**src/rtl/tqvp_jnms_pdm_tx_if.sv**
```systemverilog
// Register bus between the TinyQV core and the PDM transmit peripheral.
// The master drives address, write data and the strobes; the slave returns read data.
interface tqvp_jnms_pdm_tx_if;
    logic [5:0]  address;
    logic [31:0] data_in;
    logic [1:0]  data_write_n;
    logic [1:0]  data_read_n;
    logic [31:0] data_out;
    logic        data_ready;

    modport master (
        output address, data_in, data_write_n, data_read_n,
        input  data_out, data_ready
    );

    modport slave (
        input  address, data_in, data_write_n, data_read_n,
        output data_out, data_ready
    );
endinterface

```
**src/rtl/tqvp_jnms_pdm_tx.sv**
```systemverilog
// PCM-to-PDM transmitter: 4-entry sample FIFO, clock divider and a delta-sigma modulator.
// Define PDM_TX_ORDER2_EN to select the second-order error-feedback modulator.
module tqvp_jnms_pdm_tx (
    input  logic              clk,
    input  logic              rst_n,
    input  logic [7:0]        ui_in,
    output logic [7:0]        uo_out,
    tqvp_jnms_pdm_tx_if.slave bus,
    output logic              user_interrupt
);

    localparam logic [5:0] ADDR_CTRL   = 6'h00;
    localparam logic [5:0] ADDR_PERIOD = 6'h04;
    localparam logic [5:0] ADDR_SAMPLE = 6'h08;
    localparam logic [5:0] ADDR_STATUS = 6'h0C;
    localparam logic [5:0] ADDR_OSR    = 6'h10;

    logic        enable_r;
    logic [7:0]  period_r;
    logic [7:0]  osr_r;
    logic [7:0]  phase_r;
    logic [7:0]  bit_cnt_r;
    logic        pdm_clk_r;
    logic        pdm_data_r;
    logic [15:0] cur_sample_r;
    logic [15:0] fifo_mem_r [0:3];
    logic [1:0]  wr_ptr_r;
    logic [1:0]  rd_ptr_r;
    logic [2:0]  level_r;
    logic        underflow_r;
    logic        overflow_r;

    logic        write_s;
    logic        active_s;
    logic [7:0]  half_s;
    logic        step_s;
    logic        load_s;
    logic        pop_s;
    logic        push_s;
    logic        push_ok_s;
    logic        status_wr_s;
    logic        unf_set_s;
    logic        ovf_set_s;
    logic [8:0]  osr_eff_s;
    logic [8:0]  bit_cnt_inc_s;
    logic [15:0] sample_s;
    logic        mod_bit_s;
    logic        unused_s;

    assign write_s       = (bus.data_write_n != 2'b11);
    assign active_s      = enable_r & (period_r >= 8'd2);
    assign half_s        = {1'b0, period_r[7:1]};
    assign step_s        = active_s & (phase_r == half_s);
    assign load_s        = step_s & (bit_cnt_r == 8'd0);
    assign pop_s         = load_s & (level_r != 3'd0);
    assign push_s        = write_s & (bus.address == ADDR_SAMPLE);
    // A full FIFO still accepts a push when the same cycle pops the head.
    assign push_ok_s     = push_s & ((level_r != 3'd4) | pop_s);
    assign status_wr_s   = write_s & (bus.address == ADDR_STATUS);
    assign unf_set_s     = load_s & (level_r == 3'd0);
    assign ovf_set_s     = push_s & (level_r == 3'd4) & ~pop_s;
    assign osr_eff_s     = (osr_r == 8'd0) ? 9'd256 : {1'b0, osr_r};
    assign bit_cnt_inc_s = {1'b0, bit_cnt_r} + 9'd1;
    assign sample_s      = pop_s ? fifo_mem_r[rd_ptr_r] : cur_sample_r;

    assign uo_out         = {5'd0, pdm_data_r, pdm_clk_r, 1'b0};
    assign user_interrupt = enable_r & (level_r <= 3'd1);
    assign bus.data_ready = 1'b1;
    assign unused_s       = ^{ui_in, bus.data_read_n, bus.data_in[31:16]};

`ifdef PDM_TX_ORDER2_EN
    logic signed [19:0] i1_r;
    logic signed [23:0] i2_r;
    logic signed [19:0] i1_next_s;
    logic signed [23:0] i2_next_s;
    logic signed [25:0] fb_s;
    logic signed [25:0] sum1_s;
    logic signed [25:0] sum2_s;

    function automatic logic signed [19:0] sat20(input logic signed [25:0] v);
        if (v > 26'sd524287) begin
            return 20'sd524287;
        end else if (v < -26'sd524288) begin
            return -20'sd524288;
        end else begin
            return v[19:0];
        end
    endfunction

    function automatic logic signed [23:0] sat24(input logic signed [25:0] v);
        if (v > 26'sd8388607) begin
            return 24'sd8388607;
        end else if (v < -26'sd8388608) begin
            return -24'sd8388608;
        end else begin
            return v[23:0];
        end
    endfunction

    // Second-order error feedback; the feedback level follows the previous output bit.
    always_comb begin
        fb_s      = pdm_data_r ? 26'sd32767 : -26'sd32768;
        sum1_s    = $signed({{10{sample_s[15]}}, sample_s}) + $signed({{6{i1_r[19]}}, i1_r}) - fb_s;
        i1_next_s = sat20(sum1_s);
        sum2_s    = $signed({{2{i2_r[23]}}, i2_r}) + $signed({{6{i1_next_s[19]}}, i1_next_s}) - fb_s;
        i2_next_s = sat24(sum2_s);
        mod_bit_s = ~i2_next_s[23];
    end
`else
    logic [15:0] acc_r;
    logic [16:0] acc_sum_s;

    // First-order accumulator: offset-binary sample added each bit, carry is the output.
    always_comb begin
        acc_sum_s = {1'b0, acc_r} + {1'b0, sample_s ^ 16'h8000};
        mod_bit_s = acc_sum_s[16];
    end
`endif

    // Software-visible configuration registers.
    always_ff @(posedge clk) begin
        if (!rst_n) begin
            enable_r <= 1'b0;
            period_r <= 8'd0;
            osr_r    <= 8'd0;
        end else if (write_s) begin
            case (bus.address)
                ADDR_CTRL:   enable_r <= bus.data_in[0];
                ADDR_PERIOD: period_r <= bus.data_in[7:0];
                ADDR_OSR:    osr_r    <= bus.data_in[7:0];
                default: begin
                end
            endcase
        end
    end

    // Sample FIFO storage, pointers and fill level.
    always_ff @(posedge clk) begin
        if (!rst_n) begin
            for (int i = 0; i < 4; i++) begin
                fifo_mem_r[i] <= 16'd0;
            end
            wr_ptr_r <= 2'd0;
            rd_ptr_r <= 2'd0;
            level_r  <= 3'd0;
        end else begin
            if (push_ok_s) begin
                fifo_mem_r[wr_ptr_r] <= bus.data_in[15:0];
                wr_ptr_r             <= wr_ptr_r + 2'd1;
            end
            if (pop_s) begin
                rd_ptr_r <= rd_ptr_r + 2'd1;
            end
            case ({push_ok_s, pop_s})
                2'b10:   level_r <= level_r + 3'd1;
                2'b01:   level_r <= level_r - 3'd1;
                default: level_r <= level_r;
            endcase
        end
    end

    // Sticky error flags; a new event in the same cycle as a clear wins.
    always_ff @(posedge clk) begin
        if (!rst_n) begin
            underflow_r <= 1'b0;
            overflow_r  <= 1'b0;
        end else begin
            underflow_r <= unf_set_s | (underflow_r & ~(status_wr_s & bus.data_in[8]));
            overflow_r  <= ovf_set_s | (overflow_r & ~(status_wr_s & bus.data_in[9]));
        end
    end

    // Divider, bit counter and modulator; everything collapses to 0 while inactive.
    always_ff @(posedge clk) begin
        if (!rst_n || !active_s) begin
            phase_r      <= 8'd0;
            pdm_clk_r    <= 1'b0;
            pdm_data_r   <= 1'b0;
            bit_cnt_r    <= 8'd0;
            cur_sample_r <= 16'd0;
`ifdef PDM_TX_ORDER2_EN
            i1_r         <= 20'sd0;
            i2_r         <= 24'sd0;
`else
            acc_r        <= 16'd0;
`endif
        end else begin
            phase_r   <= (phase_r >= period_r - 8'd1) ? 8'd0 : phase_r + 8'd1;
            pdm_clk_r <= (phase_r < half_s);
            if (step_s) begin
                cur_sample_r <= sample_s;
                pdm_data_r   <= mod_bit_s;
                bit_cnt_r    <= (bit_cnt_inc_s >= osr_eff_s) ? 8'd0 : bit_cnt_inc_s[7:0];
`ifdef PDM_TX_ORDER2_EN
                i1_r         <= i1_next_s;
                i2_r         <= i2_next_s;
`else
                acc_r        <= acc_sum_s[15:0];
`endif
            end
        end
    end

    // Side-effect-free register read mux.
    always_comb begin
        bus.data_out = 32'd0;
        case (bus.address)
            ADDR_CTRL:   bus.data_out = {31'd0, enable_r};
            ADDR_PERIOD: bus.data_out = {24'd0, period_r};
            ADDR_SAMPLE: bus.data_out = {{16{cur_sample_r[15]}}, cur_sample_r};
            ADDR_STATUS: bus.data_out = {22'd0, overflow_r, underflow_r, 5'd0, level_r};
            ADDR_OSR:    bus.data_out = {24'd0, osr_r};
            default:     bus.data_out = 32'd0;
        endcase
    end

endmodule

```
**src/flat_wrapper.sv**
```systemverilog
// flat-port wrapper written by rule: the top's interface ports become plain ports
module tqvp_jnms_pdm_tx_flat 
  (clk, rst_n, ui_in, uo_out, user_interrupt, bus_address, bus_data_in, bus_data_write_n, bus_data_read_n, bus_data_out, bus_data_ready);
  tqvp_jnms_pdm_tx_if bus_i ();
  input  logic clk;
  input  logic rst_n;
  input  logic [7:0] ui_in;
  output logic [7:0] uo_out;
  output logic user_interrupt;
  input wire logic [$bits(bus_i.address)-1:0] bus_address;
  input wire logic [$bits(bus_i.data_in)-1:0] bus_data_in;
  input wire logic [$bits(bus_i.data_write_n)-1:0] bus_data_write_n;
  input wire logic [$bits(bus_i.data_read_n)-1:0] bus_data_read_n;
  output wire logic [$bits(bus_i.data_out)-1:0] bus_data_out;
  output wire logic [$bits(bus_i.data_ready)-1:0] bus_data_ready;
  assign bus_i.address = bus_address;
  assign bus_i.data_in = bus_data_in;
  assign bus_i.data_write_n = bus_data_write_n;
  assign bus_i.data_read_n = bus_data_read_n;
  assign bus_data_out = bus_i.data_out;
  assign bus_data_ready = bus_i.data_ready;
  tqvp_jnms_pdm_tx u_core (.clk(clk), .rst_n(rst_n), .ui_in(ui_in), .uo_out(uo_out), .bus(bus_i), .user_interrupt(user_interrupt));
endmodule
```
**config.mk**
```make
export PLATFORM = sky130hd
export DESIGN_NAME = tqvp_jnms_pdm_tx_flat
export DESIGN_NICKNAME = d
export VERILOG_FILES = /design/src/rtl/tqvp_jnms_pdm_tx_if.sv /design/src/rtl/tqvp_jnms_pdm_tx.sv /design/src/flat_wrapper.sv
export SDC_FILE = /design/constraint.sdc
export NUM_CORES = 1
export LEC_CHECK = 0
export CORE_AREA = 4 4 120 122
export CTS_CLUSTER_SIZE = 20
export DETAILED_ROUTE_END_ITERATION = 16
export DIE_AREA = 0 0 124 126
export PLACE_DENSITY = 0.84
export SYNTH_ARGS = -nofsm -noshare
export SYNTH_HDL_FRONTEND = slang
export SYNTH_SLANG_ARGS = --single-unit
```
**constraint.sdc**
```tcl
create_clock -name clk -period 11.45 [get_ports clk]
set_input_delay 2.29 -clock clk [delete_from_list [all_inputs] [get_ports clk]]
set_output_delay 2.29 -clock clk [all_outputs]
set_load 0.02 [all_outputs]
```
Yosys cells after proc, flatten, opt, wreduce, memory -nomap -nowiden
Memories as Yosys holds them, arrays and structs flattened. A register that Yosys moved wholly into a read port is not among the register bits. Index checks and enable logic that the tools add are counted.

Equality and inequality tests: 10. Magnitude comparators: 5. Add/subtract/negate cells: 8. Reductions and logical operators: 14. Mux-type cells: 14. Bitwise operators: 22.

Operators with widths (count): 32-bit case mux with 5 select lines (1); 16-bit 2-to-1 mux (2); 16-bit by 16-bit adder with 17-bit output (1); 8-bit logical NOT (2); 16-bit OR reduction (1); 1-bit bitwise AND (15); 6-bit by 4-bit equality test with 1-bit output (second input constant) (2); 8-bit by 1-bit adder with 9-bit output (second input constant) (1); 9-bit greater-or-equal comparator (1); 9-bit 2-to-1 mux (1); 8-bit by 1-bit adder with 8-bit output (second input constant) (1); 8-bit by 7-bit equality test with 1-bit output (1); 8-bit by 2-bit greater-or-equal comparator with 1-bit output (second input constant) (1); 8-bit greater-or-equal comparator (1); 8-bit by 7-bit less-than comparator with 1-bit output (1); 8-bit 2-to-1 mux (1); 8-bit by 1-bit subtractor with 8-bit output (second input constant) (1); 6-bit by 3-bit equality test with 1-bit output (second input constant) (1); 6-bit by 5-bit equality test with 1-bit output (second input constant) (1); 6-bit logical NOT (1); 2-bit 2-to-1 mux (3); 3-bit case mux with 2 select lines (1); 2-bit AND reduction (3); 1-bit 2-to-1 mux (5); other kinds (17) (24).

Memory bits (writable): 64. Input port bits: 52. Output and inout bits: 42. Flip-flop bits (word level): 76. Memories: 1.

Memory list: u_core.fifo_mem_r (depth 4, width 16, rd ports 1, clocked after Yosys merged registers in 1, wr ports 4, RTL line tqvp_jnms_pdm_tx.sv:26) `logic [15:0] fifo_mem_r [0:3];`.

Logic depth before layout (Yosys ltp)
Depth in word-level cells: 12. Gate-level depth with buffers: 20.

Worst setup path after synthesis
No wires, ideal clock.

Kind: input port to output port. Start point: in bus_address[1]. End point: out bus_data_out[16]. Required time: 9.160 ns. Data arrival time: 4.011 ns. Path buffers: 3. Slack: 5.149 ns. Stages on the path: 6. Path through: nor4_2 and3b_1 buf_2 clkbuf_1 and2_1 buf_4.

Longest elaborated chain between the ends: 2.

RTL lines: start: declaration (RTL line flat_wrapper.sv:10) `input wire logic [$bits(bus_i.address)-1:0] bus_address;`; 6-bit by 5-bit equality test with 1-bit output, or another cell as far along (RTL line tqvp_jnms_pdm_tx.sv:207) `case (bus.address)`; 32-bit case mux with 5 select lines (*) (RTL line tqvp_jnms_pdm_tx.sv:207); end: declaration (RTL line flat_wrapper.sv:14) `output wire logic [$bits(bus_i.data_out)-1:0] bus_data_out;`.

Every way passes the cells marked *; elsewhere a longest branch is shown, timed or not.

Worst setup path in the final report
Start point: in bus_address[1]. End point: out bus_data_out[1].

The elaborated chain is that of the path after synthesis.

==> summary.txt <==
Timing
  • Fin crit share: 65.18%
  • Minimum clock period: 7.463 ns
  • Sum Neg Setup Slack: 0 ns
  • Slew margin rel.: 25.07%
  • Max Fclk: 134.0 MHz
  • Setup violations, final: 0
  • Hold Fails Final Rpt: 0
  • RSZ-0062 raised after global routing: false
  • Layout Skew: 0.005986 ns
  • Worst-Margin Slew: 1.120 ns
  • Slew Limit Fails: 0
  • Hold slack: 0.4583 ns
  • Slack of the critical path: 3.987 ns

GRT
  • GRT Overall Usage: 24.56%
  • Gr ovfl total: 0
  • Vias in the first global route: 6017
  • Largest net degree at the start of global routing: 41
  • Initial antenna violation count: 0
  • First-pass GRT wire length: 29.84 mm

Power and ir drop
  • Leakage: 3.675 nW
  • Max IR drop VDD: 0.1034 mV
  • Pwr Density: 126.8 nW/um^2
  • Total power: 0.001156 W

Route
  • DRC Markers: 0
  • DRT Wirelength: 18.40 mm
  • 1st-iter DRT viols: 556
  • First-pass DRT Iterations: 5
  • Routed WL per cell: 17.57 um
  • Vias/cell: 5.857
  • Antenna viol nets, final: 0
  • Vias: 6132

Final layout
  • Nets@finish: 960
  • Layout area overhead: 14.46%
  • Antenna diodes: 0
  • Share of post-route cells with drive strength above 1: 8.266%
  • Most common cell after layout, fill and taps aside: nand2_1
  • Most frequent cells in the layout: nand2_1 (112), dfxtp_1 (78), edfxtp_1 (64)

Clocking
  • Cts repair resizes: 0
  • Clk_lat worst skew: 0.43 ns
  • Clk slew on worst S/H paths: 0.06 ns
  • TritonCTS clock tree: built
  • Hold buffer count at CTS: 0
  • Clk buf depth: 2
  • CTS Sinks: 142
  • H-tree depth: 4
  • Root Driver: clkbuf_16
  • Post-CTS setup buffer count: 0
  • TritonCTS Buffers: 17

Floorplanning
  • Site row count: 42
  • Core footprint: 13190 sq um
  • Die Wd: 124 um
  • Die area: 15620 sq um
  • IO Pins: 94
  • Initial Util: 60.37%
  • Die Ht: 126 um

Logic synthesis
  • Xor/xnor share of the synthesized area: 3.740%
  • Register area share after synthesis: 43.75%
  • Mux contribution to synthesized area: 4.903%
  • Post-synthesis async set-or-reset flop share: 0%
  • Cell count after synthesis: 827
  • Post-synthesis register bit count: 142
  • Largest family of logic cells by synthesized area: simple AND/OR/NAND/NOR gates
  • Simple-gate portion of the synthesized area: 21.75%
  • Synth Area in Adders: 7.951%
  • Dominant synthesized flop cell: dfxtp_1
  • Cell variety after synth: 66
  • EDFF count, synth: 64
  • Syn avg cell area: 9.628 sq um
  • Yosys warns: 0
  • Synth Area in Compound Gates: 11.83%
  • Netlist area before placement: 7963 sq um

Worst setup path
  • Crit. End Element: output port
  • Slowest stage delay, CP: 0.85 ns
  • Startpoint types: primary input
  • WP data arrival: 5.17 ns
  • Critical path class: primary input to output port
  • Slowest library cell on the worst path: nor2_1
  • Crit-path cells: clkdlybuf4s50_1 > nor4_2 > nand2_1 > nor2_1 > a222oi_1 > nand2_1 > clkdlybuf4s50_1
  • Critical Path RT: 9.16 ns
  • CP max FO: 17

Outcome
  • Outcome: finished, final reports clean

Placed design
  • Pre-CTS setup slack: 4.050 ns
  • IO Port Bufs: 60
  • Hpwl dp: 12.23 mm
  • Placer congestion estimate: 0.8499

Worst hold path
  • Worst hold path class: flip-flop to flip-flop

Flow run
  • Max-cap violations: 0
[cell families after synthesis]
group | after synthesis
AND/OR/NAND/NOR | 338
XOR/XNOR | 34
buffers and inverters | 93
flip-flops | 142
other | 2
adder cells (fa/ha/maj) | 50
AO/OA/AOI/OAI | 149
multiplexers | 19
[final cells by class]
type	count	area (sq um)
Multi-Input combinational cell	597	4034
Tap cell	176	220.2
Sequential cell	142	3483
Fill cell	957	4076
Timing Repair Buffer	66	645.6
Clock buffer	17	425.4
Inverter	34	127.6
Clock inverter	15	177.7
[metal layers]
layer	vias up	GRT usage (%)	share of wire, %
li1	2970	-	-
met1	2887	31.75	42
met2	232	39.93	49
met3	43	5.740	6.7
met4	0	9.407	2.7
met5	-	0	0
[registers in the layout, indices dropped and copies added (netlist names), named ones only]
name                 count
u_core.fifo_mem_r       64
u_core.overflow_r        1
u_core.bit_cnt_r         8
u_core.wr_ptr_r          2
u_core.rd_ptr_r          2
u_core.enable_r          1
u_core.osr_r             8
u_core.level_r           3
u_core.pdm_data_r        1
u_core.acc_r            16
u_core.pdm_clk_r         1
u_core.phase_r           8
u_core.cur_sample_r     16
u_core.underflow_r       1
u_core.period_r          8
[report_power, final]
group	leakage [nW]	internal (W)	total (W)	switching [W]
clock network	0.293	0.000328	0.000566	0.000238
registers	1.28	0.000538	0.000542	0.00000369
logic	2.10	0.0000177	0.0000476	0.0000299
total	3.68	0.000884	0.00116	0.000271
[final timing paths]
path | start | slack [ns] | cells after the start | end
setup reg to reg | u_core.period_r[3] | 6.22 | 15 | u_core.acc_r[15]
hold / removal | u_core.acc_r[12] | 0.46 | 2 | u_core.acc_r[12]
hold reg to reg | u_core.acc_r[12] | 0.46 | 2 | u_core.acc_r[12]
setup / recovery | bus_address[1] | 3.99 | 7 | bus_data_out[1]
[cell usage after synthesis (all sizes together), types with 3 or more instances]
cell type,instances,area share [%]
clkbuf,18,0.85
o211ai,4,0.38
xor2,18,2.0
and4,3,0.33
a222oi,7,0.88
a21o,9,0.85
mux4,16,4.5
a31oi,4,0.31
nor4,8,0.90
nand4,3,0.24
nand3,34,2.2
and2,57,4.5
edfxtp,64,24
nand2,113,5.4
nor3,5,0.46
a211oi,5,0.53
a21oi,59,3.8
o21a,4,0.38
nor2,63,3.3
o22ai,17,1.3
ha,49,7.7
o21ai,25,1.8
dfxtp,78,20
xnor2,16,1.8
nor2b,6,0.47
nand3b,5,0.47
nand2b,9,0.71
mux2i,3,0.38
inv,33,1.6
buf,41,3.5
and3,26,2.1
a22oi,3,0.28
[stage by stage]
| stage | instance area [sq um] | std cells | utilization, % |
|---|---|---|---|
| 6_report | 9114 | 1047 | 69.10 |
| 5_1_grt | 9114 | 1047 | 69.10 |
| 4_1_cts | 9114 | 1047 | 69.10 |
| 3_5_place_dp | 8511 | 1015 | 64.52 |
| 3_3_place_gp | 8511 | 1015 | 64.52 |
| 2_1_floorplan | 7981 | 832 | - |
[critical path, delay by kind of cell]
kind | cells | cell delay, ns
buf+inv | 2 | 1.05
simple gates | 4 | 1.61
compound gates | 1 | 0.22
No activity file was read; power rests on OpenSTA's default activity.
